File: config.mk
export PLATFORM = sky130hd
export DESIGN_NAME = shift_add_mult8
export DESIGN_NICKNAME = d
export VERILOG_FILES = /design/src/rtl/shift_add_mult8.sv
export SDC_FILE = /design/constraint.sdc
export NUM_CORES = 1
export LEC_CHECK = 0
export ABC_AREA = 1
export BUFFER_PORTS_ARGS = -buffer_cell sky130_fd_sc_hd__buf_2
export CAP_MARGIN = 15
export CORE_MARGIN = 5
export CORE_UTILIZATION = 45
export DETAILED_ROUTE_END_ITERATION = 8
export GPL_ROUTABILITY_DRIVEN = 0
export GPL_TIMING_DRIVEN = 0
export PLACE_DENSITY_LB_ADDON = 0.05
export SYNTH_ARGS = -nofsm -noshare
export SYNTH_HDL_FRONTEND = slang
export SYNTH_SLANG_ARGS = --single-unit
export TNS_END_PERCENT = 10
File: constraint.sdc
create_clock -name clk -period 9.45 [get_ports clk]
set_clock_uncertainty 0.05 [all_clocks]
set_input_delay 1.89 -clock clk [delete_from_list [all_inputs] [get_ports clk]]
set_output_delay 1.89 -clock clk [all_outputs]
set_load 0.03 [all_outputs]
File: src/rtl/shift_add_mult8.sv
// Sequential 8x8 unsigned shift-and-add multiplier feeding one partial add per cycle into a 16-bit RCA.
// Optional early termination when the remaining multiplier bits are zero: define SHIFT_ADD_MULT8_EARLY_TERM_EN.

module full_adder (
    input  logic x,
    input  logic y,
    input  logic cin,
    output logic s,
    output logic cout
);
    assign s    = x ^ y ^ cin;
    assign cout = (x & y) | (cin & (x ^ y));
endmodule

module rca16 (
    input  logic [15:0] a,
    input  logic [15:0] b,
    input  logic        carryInput,
    output logic [15:0] sum,
    output logic        carryOutput
);
    logic [16:0] c;

    assign c[0] = carryInput;

    for (genvar i = 0; i < 16; i++) begin : g_bit
        full_adder u_fa (
            .x   (a[i]),
            .y   (b[i]),
            .cin (c[i]),
            .s   (sum[i]),
            .cout(c[i+1])
        );
    end

    assign carryOutput = c[16];
endmodule

module shift_add_mult8 (
    input  logic        clk,
    input  logic        rst_n,
    input  logic        start,
    input  logic [7:0]  a,
    input  logic [7:0]  b,
    output logic [15:0] product,
    output logic        busy,
    output logic        done
);
    typedef enum logic [1:0] {IDLE, CALC, DONE} state_t;

    state_t      state, state_nxt;
    logic [15:0] mcand;
    logic [7:0]  mplier;
    logic [3:0]  count;
    logic [15:0] acc;
    logic [15:0] sum;
    logic [15:0] acc_nxt;
    logic        accept;
    logic        finish;
    // Product of two 8-bit operands never exceeds 16 bits, so the carry is always 0.
    logic        carry_unused;

    rca16 u_rca (
        .a          (acc),
        .b          (mcand),
        .carryInput (1'b0),
        .sum        (sum),
        .carryOutput(carry_unused)
    );

    assign accept  = start && (state != CALC);
    assign acc_nxt = mplier[0] ? sum : acc;

`ifdef SHIFT_ADD_MULT8_EARLY_TERM_EN
    assign finish = (state == CALC) && ((mplier[7:1] == 7'd0) || (count == 4'd7));
`else
    assign finish = (state == CALC) && (count == 4'd7);
`endif

    always_ff @(posedge clk or negedge rst_n) begin
        if (!rst_n) state <= IDLE;
        else        state <= state_nxt;
    end

    always_comb begin
        state_nxt = state;
        case (state)
            IDLE:    if (start) state_nxt = CALC;
            CALC:    if (finish) state_nxt = DONE;
            DONE:    state_nxt = start ? CALC : IDLE;
            default: state_nxt = IDLE;
        endcase
    end

    always_ff @(posedge clk or negedge rst_n) begin
        if (!rst_n) begin
            mcand   <= '0;
            mplier  <= '0;
            count   <= '0;
            acc     <= '0;
            product <= '0;
        end else if (accept) begin
            mcand  <= {8'b0, a};
            mplier <= b;
            acc    <= '0;
            count  <= '0;
        end else if (state == CALC) begin
            acc    <= acc_nxt;
            mcand  <= mcand << 1;
            mplier <= mplier >> 1;
            count  <= count + 4'd1;
            // product only moves on entry to DONE; partial sums stay internal.
            if (finish) product <= acc_nxt;
        end
    end

    assign busy = (state == CALC);
    assign done = (state == DONE);
endmodule

Word level (Yosys, flattened, before mapping)
Cells that the tools add are included.
{ "word_totals": {"output_inout_bits": 18, "register_bits": 62} }
{ "op_classes": {"muxes": 13, "addsub": 1, "n_reduce_logical": 6, "n_eq_ne": 6, "bitwise_logic": 75} }
{ "op_table": {"columns": ["op", "n"], "rows": [
  ["$mux W16", 5],
  ["$xor A1 B1 Y1", 31],
  ["$and A1 B1 Y1", 29],
  ["$mux W8", 2],
  ["$or A1 B1 Y1", 14],
  ["$mux W4", 2],
  ["$pmux W2 S3", 1],
  ["$add A4 B1 Y4 const B", 1],
  ["$eq A4 B3 Y1 const B", 1],
  ["$mux W2", 2],
  ["$ne A2 B1 Y1 const B", 2],
  ["$reduce_and A3 Y1", 1],
  ["$eq A2 B1 Y1 const B", 1],
  ["$eq A2 B2 Y1 const B", 1],
  ["$logic_and A1 B1 Y1", 2],
  ["$logic_not A2 Y1", 1],
  ["$ne A2 B2 Y1 const B", 1],
  ["$reduce_and A2 Y1", 1],
  ["$reduce_bool A2 Y1", 1],
  ["$mux W1", 1],
  ["$not A1 Y1", 1]
]} }

Longest topological paths before layout
Gate-level depths: netlist (run 1).
{ "logic_depth": {"ltp_word": 33, "mapped_depth": 24, "depth_no_buf": 24} }

Modules after synthesis
Synthesis (run 1) repeated with hierarchy kept, for this count alone.
{ "unflattened": {"hier_cells": 324, "hier_area_um2": 3002.9} }
{ "modules_own_cells": {"columns": ["mod", "area_per_inst_um2", "cells_each", "seq_area_each_um2", "n_inst"], "rows": [
  ["shift_add_mult8", 2682.6, 308, 1551.5, 1],
  ["full_adder", 20.0, 1, 0.0, 16]
]} }

Least setup slack after synthesis (run 1)
OpenSTA, ideal clock, no wires.
{ "synth_path": {"kind": "register -> register", "startpoint": "reg mcand[0]", "endpoint": "reg acc[14]", "required_time_ns": 9.282, "synth_period_minus_slack_ns": 7.000, "path_buffers": 0, "setup_slack_ns": 2.450, "stages_incl_launch_ff": 22, "setup_ns": 0.118, "t_arrival_ns": 6.832, "path_cell_list": "dfrtp_1 > ha_1 > inv_1 > fa_1 > fa_1 > fa_1 > fa_1 > fa_1 > fa_1 > fa_1 > fa_1 > fa_1 > fa_1 > fa_1 > fa_1 > inv_1 > fa_1 > fa_1 > nand2_1 > o21ai_0 > nand2_1 > o21ai_2"} }
{ "synth_between": {"elab_chain_cells": 31} }
{ "synth_rtl": {"columns": ["element", "line_no", "text"], "rows": [
  ["start: declaration", "52", "logic [15:0] mcand;"],
  ["start signal: assignment", "103", "mcand <= {8'b0, a};"],
  ["start signal: assignment", "109", "mcand <= mcand << 1;"],
  ["$and A1 B1 Y1 (2 in a row)", "12", "assign cout = (x & y) | (cin & (x ^ y));"],
  ["$or A1 B1 Y1", "12", null],
  ["$and A1 B1 Y1", "12", null],
  ["$or A1 B1 Y1", "12", null],
  ["$and A1 B1 Y1", "12", null],
  ["$or A1 B1 Y1", "12", null],
  ["$and A1 B1 Y1", "12", null],
  ["$or A1 B1 Y1", "12", null],
  ["(+14 left out)", null, null],
  ["$and A1 B1 Y1", "12", null],
  ["$or A1 B1 Y1", "12", null],
  ["$and A1 B1 Y1", "12", null],
  ["$or A1 B1 Y1", "12", null],
  ["$xor A1 B1 Y1", "11", "assign s = x ^ y ^ cin;"],
  ["$mux W16", "72", "assign acc_nxt = mplier[0] ? sum : acc;"],
  ["$mux W16", "107", "end else if (state == CALC) begin"],
  ["$mux W16", "102", "end else if (accept) begin"],
  ["end signal: assignment", "108", "acc <= acc_nxt;"],
  ["end: declaration", "55", "logic [15:0] acc;"]
]} }
Every way passes these cells. The select of a mux whose other input is x is not followed.
A chain may end at the register's enable or synchronous reset.

Worst setup path after layout (run 1)
Ends and elaborated chain as after synthesis.

==> results of run 1 <==
## where the power goes
| part | switching (mW) | total (mW) | internal [mW] |
|---|---|---|---|
| Clock | 0.104 | 0.224 | 0.120 |
| Sequential | 0.0547 | 0.426 | 0.371 |
| Combinational | 0.336 | 0.510 | 0.174 |
## critical path, stage by stage, from the launching register on
cell     delay [ns]
dfrtp_1        0.40
ha_1           0.16
inv_1          0.05
fa_1           0.47
fa_1           0.47
fa_1           0.47
fa_1           0.46
fa_1           0.46
fa_1           0.46
fa_1           0.47
fa_1           0.46
fa_1           0.45
fa_1           0.46
fa_1           0.46
fa_1           0.42
inv_1          0.09
fa_1           0.20
fa_1           0.39
nand2_1        0.06
o21ai_0        0.10
nand2_1        0.09
o21ai_2        0.05
## sequential cells by signal, summed over array words and instances, names as in the netlist
signal and flops:
acc 16, count 4, mcand 16, mplier 8, product 16, state 2
## cells in the final DEF (no fill, tap or decap), types with 6 or more instances in the layout
cell      Yosys  routed
fa_1         14      14
buf_6         6       6
o211ai_2      8       8
nand3_1       9       9
o22ai_1       8       8
buf_2         3      38
clkbuf_8      0       9
o21ai_0      17      17
dfrtp_1      62      62
o21ai_1      12      12
nand2_1     130     130
inv_1        39      39
## logic make-up (layout without fill, tap and decap cells)
family / Yosys count / in the layout / synth area share [%]
buffers and inverters: 56 / 108 / 8.82
DFF: 62 / 62 / 50.4
adders and majority gates: 16 / 16 / 9.92
AOI/OAI and AO/OA: 51 / 51 / 11.2
and+or+nand+nor: 149 / 149 / 19.7
## routing by layer
metal	wire length (um)	part of all wire (%)	vias up
met2	2980	47	32
met5	0	0	-
met4	80	1.3	0
met1	2960	47	1046
met3	258	4.1	6
li1	-	-	1135
## how the worst max path moves through the flow
| stage | from | end | slack (ns) | cells past startpoint |
|---|---|---|---|---|
| global placement | mcand[0]$_DFFE_PN0P_ | acc[14]$_DFFE_PN0P_ | 2.14 | 21 |
| CTS | mcand[0]$_DFFE_PN0P_ | acc[14]$_DFFE_PN0P_ | 2.12 | 21 |
| floorplan | mcand[0]$_DFFE_PN0P_ | acc[14]$_DFFE_PN0P_ | 2.45 | 21 |
| global route | mcand[0]$_DFFE_PN0P_ | acc[14]$_DFFE_PN0P_ | 1.82 | 21 |
| finish | mcand[0]$_DFFE_PN0P_ | acc[14]$_DFFE_PN0P_ | 2.19 | 21 |
| detailed placement | mcand[0]$_DFFE_PN0P_ | acc[14]$_DFFE_PN0P_ | 2.14 | 21 |
## final cells by class
cell class / instances / area share, %
clock buffer: 9 / 3.49
inverter: 43 / 4.55
tap: 80 / 2.82
clock inverter: 7 / 1.83
sequential: 62 / 43.7
buffer: 13 / 3.10
multi-input combinational: 216 / 35.4
timing repair buffer: 36 / 5.15
## metrics by stage
step	hold WS, ns	cell area, um2
global route	0.433	3550
finish	0.414	3550
floorplan	0.392	3080
global placement	0.398	3360
detailed placement	0.403	3360
CTS	0.421	3550
==> flow_summary.toml, run 1 <==
[status]
outcome = "completed"

[clock_tree]
cts_tree = "yes"
cts_hold_buf = 0
cts_setup_buffers = 0
cts_root_buf = "clkbuf_8"
path_clk_slew_ns = 0.07
clk_latency_ns = 0.33
cts_buffers = 9
clkSinkCount = 62
cts_buffer_depth = 2
cts_resized = 0
htreeDepth = 3

[worst_setup_path]
rrSetupSlack_ns = 2.19
r2r_end = "acc[14]$_DFFE_PN0P_"
worst_ep_required_time_ns = 9.62
critPathArrivalTime_ns = 7.43
startpoint_type = "register"
cp-end-kind = "register"
r2r_start = "mcand[0]$_DFFE_PN0P_"
crit_type = "reg -> reg"
cp_max_fo = 3
rr_worst_depth = 21

[global_route]
grt_pass1_vias = 2232
grt-busiest-layer = "met2"
overflow = 0
antenna_found_initial = 0
grt_max_degree = 63
grt_use_met3_pct = 5.44
met1_usage_pct = 20.5
grt_pass1_wl_mm = 10.9
grt_usage_pct = 16.6
use_met2_pct = 28.0

[logic_synthesis]
synth_cell_type_count = 24
yosys_warnings = 0
yosysTopAreaCell = "dfrtp_1"
avgSynthCellArea_um2 = 9.22
ys_seq_area_share_pct = 50.4
synth_ff_type = "dfrtp_1"
yosys-top-cells-area = "dfrtp_1 (50%), nand2_1 (16%), fa_1 (9.1%)"
synth_edf_count = 0
async_reset_ff_share_pct = 100
synthCells = 334
ys_ff_latch = 62
syn_nets = 369
synth_top_area_share_pct = 50.4
synthTopCellsByCount = "nand2_1 (130), dfrtp_1 (62), inv_1 (39)"
synthesis.area_um2 = 3080
synth_most_common_cell = "nand2_1"

[finish]
seq_area_um2 = 1550
finalNetCount = 416
num_antenna_cells = 0
multi_input_area_um2 = 1250
area_delta_synth_final_pct = 15.3
final_cell_count_no_fill = 466
fill_cells = 656
utilization_pct = 52.8
drive_above_1_share_pct = 22.3

[die]
fp.dieArea_um2 = 8590
initial_utilization_pct = 45.8
io_pins = 37
core_area_um2 = 6720
dieHeight_um = 92.7
row_count = 30
die-width_um = 92.7

[timing]
hold_viol_final = 0
rsz0062_at_grt = "no"
setup_tns_ns = 0
finalMaxSlewViolations = 0
max-slew-margin-rel_pct = 47.4
setup_viol = 0
period_share_pct = 76.8
fin_crit_ns = 7.26
setup_slack_ns = 2.19
fmax_mhz = 138
tightest_slew_ns = 0.789

[route]
wire_per_inst_um = 13.5
drc = 0
drt-total-wl_mm = 6.27
first_pass_iters = 4
drt_iter0_markers = 92
via_per_inst = 4.76
ant_nets = 0
vias = 2219

[pwr]
power.density_nw_per_um2 = 327
leakagePower_nw = 1.75
ir_drop_uv = 139
total_power_mw = 1.16

[hold_path]
whs_path_depth = 2
hold_path.class = "reg -> reg"
hold_end = "product[3]$_DFFE_PN0P_"
hp-start = "product[3]$_DFFE_PN0P_"

[place]
dp_cells = 450
dp_hpwl_mm = 4.39
post-place-ws_ns = 2.14
io_buffers = 36

[job]
max_cap_violations = 0
No activity file was read; power rests on OpenSTA's default activity.
==> inputs of run 2 (changes only) <==
--- a/config.mk
+++ b/config.mk
@@ -5,7 +5,7 @@
 export SDC_FILE = /design/constraint.sdc
 export NUM_CORES = 1
 export LEC_CHECK = 0
-export ABC_AREA = 1
+export ABC_AREA = 0
 export BUFFER_PORTS_ARGS = -buffer_cell sky130_fd_sc_hd__buf_2
 export CAP_MARGIN = 15
 export CORE_MARGIN = 5
==> constraint.sdc (replaced) <==
create_clock -name clk -period 6.84 [get_ports clk]
set_clock_uncertainty 0.05 [all_clocks]
set_input_delay 1.368 -clock clk [delete_from_list [all_inputs] [get_ports clk]]
set_output_delay 1.368 -clock clk [all_outputs]
set_load 0.03 [all_outputs]
==> run 2 against run 1 <==
Compared with the run above: flip-flop and latch count unchanged; combinational power up 55%; utilization up 0.48 points; non-clock buffer count up 4; sequential share of layout area down 0.64 points; highest routed layer unchanged; setup slack worse by 2.0 ns; fmax up 10%; die area up 0.54%; final cell count down 14%; critical path depth down 1; power up 46%; worst hold slack better by 0.015 ns.
==> flow_summary.toml, run 2 <==
[status]
outcome = "completed"

[worst_setup_path]
crit_top_cell = "fa_2"
startpoint_type = "register"
critPathArrivalTime_ns = 6.82
slowest_delay_ns = 0.41
crit_path_start = "acc[0]$_DFFE_PN0P_"
worst_ep_required_time_ns = 7.06
crit_chain = "ha_1 -> inv_1 -> fa_2 -> fa_2 -> fa_2 -> fa_2 -> fa_2 -> fa_2 -> fa_2 -> fa_2 -> fa_2 -> fa_2 -> fa_2 -> fa_1 -> inv_1 -> fa_2 -> fa_2 -> xnor2_2 -> o311a_1 -> a2bb2oi_2"
cp-end-kind = "register"
cp_max_fo = 4
r2r_start = "acc[0]$_DFFE_PN0P_"
cp_slowest_cell = "fa_2"
crit_type = "reg -> reg"

[finish]
final_common_cell = "dfrtp_1"
num_antenna_cells = 0
fill_cells = 633
final_cell_mix = "dfrtp_1 (62), buf_2 (43), inv_1 (29)"
reg_top3 = "acc (16), mcand (16), product (16)"
finalNetCount = 353
drive_above_1_share_pct = 28.7
area_delta_synth_final_pct = 16.3

[place]
io_buffers = 35
post-place-ws_ns = -0.275
dp_hpwl_mm = 4.50

[route]
drc = 0
ant_nets = 0
via_per_inst = 5.23
vias = 2097
first_pass_iters = 4
drt-total-wl_mm = 6.63
wire_per_inst_um = 16.5
drt_iter0_markers = 86

[die]
die-width_um = 93.0
row_count = 30
initial_utilization_pct = 45.8
io_pins = 37
fp.dieArea_um2 = 8640
core_area_um2 = 6760
dieHeight_um = 93.0

[clock_tree]
path_clk_slew_ns = 0.07
cts_buffers = 9
cts_tree = "yes"
htreeDepth = 3
clkSinkCount = 62
cts_buffer_depth = 2
cts_hold_buf = 0
clk_latency_ns = 0.34
cts_root_buf = "clkbuf_8"

[timing]
max-slew-margin-rel_pct = 46.6
setup_viol = 0
fmax_mhz = 151
setup_slack_ns = 0.239
finalMaxSlewViolations = 0
period_share_pct = 96.5
hold_viol_final = 0
rsz0062_at_grt = "no"
fin_crit_ns = 6.60
holdWs_ns = 0.429
setup_tns_ns = 0
tightest_slew_ns = 0.801

[logic_synthesis]
synth_top_area_share_pct = 50.1
yosys_warnings = 0
syn_nets = 306
ys_seq_area_share_pct = 50.1
yosysTopAreaCell = "dfrtp_1"
synth_edf_count = 0
synthesis.area_um2 = 3100
synth_ff_type = "dfrtp_1"
ys_ff_latch = 62
async_reset_ff_share_pct = 100
yosys-top-cells-area = "dfrtp_1 (50%), fa_1 (9.1%), mux2i_1 (8.4%)"
avgSynthCellArea_um2 = 11.4
synthCells = 271
synthTopCellsByCount = "dfrtp_1 (62), inv_1 (29), nand2_1 (27)"
synth_cell_type_count = 34
synth_most_common_cell = "dfrtp_1"

[pwr]
power.internal_uw = 992
seqPwrFrac_pct = 36.4
p_switching_uw = 708
combinationalPowerShare_pct = 46.5
total_power_mw = 1.70
power.density_nw_per_um2 = 472
ir_drop_uv = 191
p_sw_share_pct = 41.6
leakagePower_nw = 1.67
pwr-share-clk_pct = 17.1

[global_route]
grt_usage_pct = 17.1
grt_max_degree = 63
grt_pass1_vias = 2232
grt_pass1_wl_mm = 11.2
antenna_found_initial = 0
overflow = 0

[job]
max_cap_violations = 0

[hold_path]
hp-start = "mplier[2]$_DFFE_PN0P_"
hold_path.class = "reg -> reg"
## run 2: changes by cell type in the layout (fill, tap and decap cells not counted), sizes merged, moves of 5 or more
cell / previous run / this run
mux2i: 0 / 26
o31ai: 0 / 5
o22ai: 8 / 1
clkbuf: 10 / 18
nand2: 132 / 27
mux2: 0 / 13
a21oi: 2 / 12
o21ai: 32 / 21
o2bb2ai: 0 / 12
nand3: 9 / 4
inv: 43 / 31
o211ai: 8 / 1
## run 2: layout make-up
| cell class | count | area (um2) | share of cell area (%) |
|---|---|---|---|
| timing repair buffer | 36 | 185 | 5.14 |
| multi-input combinational | 161 | 1370 | 38.1 |
| buffer | 17 | 101 | 2.81 |
| clock inverter | 1 | 5.00 | 0.139 |
| inverter | 31 | 116 | 3.23 |
| clock buffer | 13 | 169 | 4.69 |
| sequential | 62 | 1550 | 43.1 |
| tap | 80 | 100 | 2.78 |
## run 2: through the flow
step	utilization, %	instances	area, um2
2_1_floorplan	-	271	3110
3_3_place_gp	50.1	386	3380
3_5_place_dp	50.1	386	3380
4_1_cts	52.9	400	3570
5_1_grt	53.3	401	3600
6_report	53.3	401	3600
## run 2: logic make-up after synthesis
| group | after synthesis | synth area share [%] |
|---|---|---|
| DFF | 62 | 50.1 |
| buffers and inverters | 48 | 7.03 |
| xor gates and xnor gates | 1 | 0.283 |
| adders and majority gates | 16 | 9.86 |
| and+or+nand+nor | 45 | 6.30 |
| AOI/OAI and AO/OA | 60 | 12.7 |
| muxes | 39 | 13.7 |
## run 2: critical path: cells and delay by family, from the launching register on
kind / cells / cell delay (ns)
XOR/XNOR: 1 / 0.10
AO/OA/AOI/OAI: 2 / 0.42
buffers and inverters: 2 / 0.15
flip-flops: 1 / 0.38
adder cells (fa/ha/maj): 15 / 5.45
## run 2: metal layers
layer / track usage (%) / part of all wire, % / routed length, um
met1: 23.5 / 49 / 3230
met2: 25.3 / 46 / 3040
met3: 3.74 / 3.5 / 233
met4: 8.91 / 1.9 / 128
met5: 0 / 0 / 0
## run 2: power by group through the flow
stage | sequential (mW) | combinational (mW) | clock, mW
after floorplan | 0.693 | 0.493 | 0
after global placement | 0.617 | 0.764 | 0
after detailed placement | 0.623 | 0.784 | 0
after CTS | 0.617 | 0.794 | 0.300
after global routing | 0.641 | 0.884 | 0.317
final | 0.618 | 0.790 | 0.291
## run 2: final timing paths
path / cells after the start / slack, ns / end
min in group asynchronous: 1 / 1.07 / product[11]$_DFFE_PN0P_
worst min-delay path: 2 / 0.43 / mplier[1]$_DFFE_PN0P_
worst min register to register: 2 / 0.43 / mplier[1]$_DFFE_PN0P_
max in group asynchronous: 1 / 5.14 / mcand[1]$_DFFE_PN0P_
worst max register to register: 20 / 0.24 / product[15]$_DFFE_PN0P_
worst max-delay path: 20 / 0.24 / product[15]$_DFFE_PN0P_
## run 2: timing repair
action / in CTS / in global routing
setup endpoints to repair: 6 / 4
buffers inserted: 0 / 1
endpoints found under the hold margin: 0 / 0
resized for setup: 6 / 5
pin swaps: 0 / 1
==> inputs of run 3 (changes only) <==
--- a/config.mk
+++ b/config.mk
@@ -6,11 +6,12 @@
 export NUM_CORES = 1
 export LEC_CHECK = 0
 export ABC_AREA = 0
-export BUFFER_PORTS_ARGS = -buffer_cell sky130_fd_sc_hd__buf_2
 export CAP_MARGIN = 15
+export CORE_ASPECT_RATIO = 0.9
 export CORE_MARGIN = 5
 export CORE_UTILIZATION = 45
 export DETAILED_ROUTE_END_ITERATION = 8
+export DONT_BUFFER_PORTS = 1
 export GPL_ROUTABILITY_DRIVEN = 0
 export GPL_TIMING_DRIVEN = 0
 export PLACE_DENSITY_LB_ADDON = 0.05
==> run 3 against run 2 <==
Compared with the run above: power grew 2.0%; first-iteration DRC count grew 20%; setup slack lost 0.0088 ns; clock power grew 36%.
==> flow_summary.toml, run 3 (same netlist as run 2, synthesis figures left out) <==
[worst_setup_path]
slowest_delay_ns = 0.44
critPathArrivalTime_ns = 6.83
cp-end-kind = "register"
crit_chain = "ha_1 -> inv_1 -> fa_1 -> fa_2 -> fa_2 -> fa_2 -> fa_2 -> fa_2 -> fa_2 -> fa_2 -> fa_2 -> fa_2 -> fa_2 -> fa_1 -> inv_1 -> fa_2 -> fa_1 -> xnor2_1 -> o311a_1 -> a2bb2oi_2"
worst_ep_required_time_ns = 7.06
rr_worst_depth = 20
cp_max_fo = 4
worst_path_dominant_cell_family = "adder cells"
crit_type = "reg -> reg"
crit_top_cell = "fa_2"
startpoint_type = "register"
cp_slowest_cell = "fa_1"
cp.depth = 20
path_buf_inv = 2

[global_route]
met1_usage_pct = 22.8
grt_use_met3_pct = 7.17
grt_pass1_wl_mm = 11.0
use_met2_pct = 24.6
antenna_found_initial = 0
grt_usage_pct = 16.7
overflow = 0
grt_pass1_vias = 2102
grt-busiest-layer = "met2"
grt_max_degree = 63

[timing]
max-slew-margin-rel_pct = 55.0
tightest_slew_ns = 0.675
period_share_pct = 96.6
fin_crit_ns = 6.61
holdWs_ns = 0.429
setup_viol = 0
setup_slack_ns = 0.230
hold_viol_final = 0
fmax_mhz = 151
rsz0062_at_grt = "no"
finalMaxSlewViolations = 0

[place]
io_buffers = 0
dp_cells = 361
dp_hpwl_mm = 4.42
post-place-ws_ns = -0.271

[die]
core_area_um2 = 6620
fp.dieArea_um2 = 8640
dieHeight_um = 88.7
io_pins = 37
die-width_um = 97.4
row_count = 28
initial_utilization_pct = 46.8

[clock_tree]
cts_tree = "yes"
cts_buffers = 9
cts_hold_buf = 0
cts_setup_buffers = 0
path_clk_slew_ns = 0.07
clkSinkCount = 62
htreeDepth = 3
cts_root_buf = "clkbuf_8"
clk_latency_ns = 0.34
cts_buffer_depth = 2

[hold_path]
hold_path.class = "reg -> reg"
whs_path_depth = 2

[pwr]
seqPwrFrac_pct = 41.3
ir_drop_uv = 204
combinationalPowerShare_pct = 35.8
power.internal_mw = 1.05
p_switching_uw = 687
pwr-share-clk_pct = 22.9
power.density_nw_per_um2 = 496
p_sw_share_pct = 39.6
leakagePower_nw = 1.56

[route]
drt_iter0_markers = 103
via_per_inst = 5.08
ant_nets = 0
wire_per_inst_um = 16.9
drt-total-wl_mm = 6.36
first_pass_iters = 4
drc = 0
vias = 1916

[job]
max_cap_violations = 0

[finish]
final_cell_count_no_fill = 377
multi_input_area_um2 = 1360
reg_top3 = "acc (16), mcand (16), product (16)"
finalNetCount = 317
drive_above_1_share_pct = 19.5
seq_area_um2 = 1550
area_delta_synth_final_pct = 12.9
num_antenna_cells = 0
fill_cells = 595
final_cell_mix = "dfrtp_1 (62), inv_1 (29), nand2_1 (27)"
final_common_cell = "dfrtp_1"

[status]
outcome = "completed"
-- run 3: cell types whose count changed in the layout (fill, tap and decap cells not counted), moves of 2 or more --
cell	previous run	this run
buf_2	43	9
fa_2	13	11
bufinv_16	0	2
clkbuf_8	12	14
fa_1	1	3
buf_4	2	0
-- run 3: area by class of cell --
type | instances | area share (%)
Buffer | 17 | 2.90
Tap cell | 90 | 3.22
Sequential cell | 62 | 44.4
Clock buffer | 14 | 5.51
Clock inverter | 2 | 1.72
Multi-Input combinational cell | 161 | 38.9
Inverter | 31 | 3.33
-- run 3: through the flow --
step                      cell area [um2]  utilization, %  TNS [ns]  total power, mW
after CTS                            3480            52.6         0             1.76
after detailed placement             3220            48.6    -0.936             1.35
after global placement               3220            48.6    -0.933             1.33
final                                3500            52.8         0             1.73
after global routing                 3500            52.8         0             1.88
after floorplan                      3110               -         0             1.19
-- run 3: worst paths after layout --
check | from | to | slack (ns)
min in group asynchronous | rst_n | product[10]$_DFFE_PN0P_ | 0.67
worst max register to register | mcand[0]$_DFFE_PN0P_ | product[15]$_DFFE_PN0P_ | 0.23
worst min register to register | mcand[10]$_DFFE_PN0P_ | mcand[11]$_DFFE_PN0P_ | 0.43
worst max-delay path | mcand[0]$_DFFE_PN0P_ | product[15]$_DFFE_PN0P_ | 0.23
worst min-delay path | mcand[10]$_DFFE_PN0P_ | mcand[11]$_DFFE_PN0P_ | 0.43
max in group asynchronous | rst_n | acc[14]$_DFFE_PN0P_ | 5.96
-- run 3: metal layers --
metal / up-vias / part of all wire, % / wire, um
li1: 938 / - / -
met5: - / 0 / 0
met1: 935 / 49 / 3080
met4: 0 / 0.80 / 51
met2: 38 / 45 / 2850
met3: 5 / 5.9 / 374
-- run 3: repair_timing --
item,in CTS,in global routing
endpoints found under the setup margin,6,4
gates resized for setup,5,3
endpoints found under the hold margin,0,0
pin swaps,0,2
-- run 3: power groups by stage --
stage | registers, mW | clock network [mW] | logic, mW
after global routing | 0.738 | 0.424 | 0.720
final | 0.716 | 0.396 | 0.621
after detailed placement | 0.724 | 0 | 0.626
after CTS | 0.718 | 0.407 | 0.631
after floorplan | 0.693 | 0 | 0.493
after global placement | 0.719 | 0 | 0.609
-- run 3: worst register-to-register path, stage by stage, from the launching register on --
cell and delay [ns]:
dfrtp_1 0.39, ha_1 0.16, inv_1 0.05, fa_1 0.44
fa_2 0.36, fa_2 0.40, fa_2 0.37, fa_2 0.42
fa_2 0.41, fa_2 0.41, fa_2 0.41, fa_2 0.41
fa_2 0.41, fa_2 0.40, fa_1 0.41, inv_1 0.09
fa_2 0.23, fa_1 0.19, xnor2_1 0.12, o311a_1 0.31
a2bb2oi_2 0.12
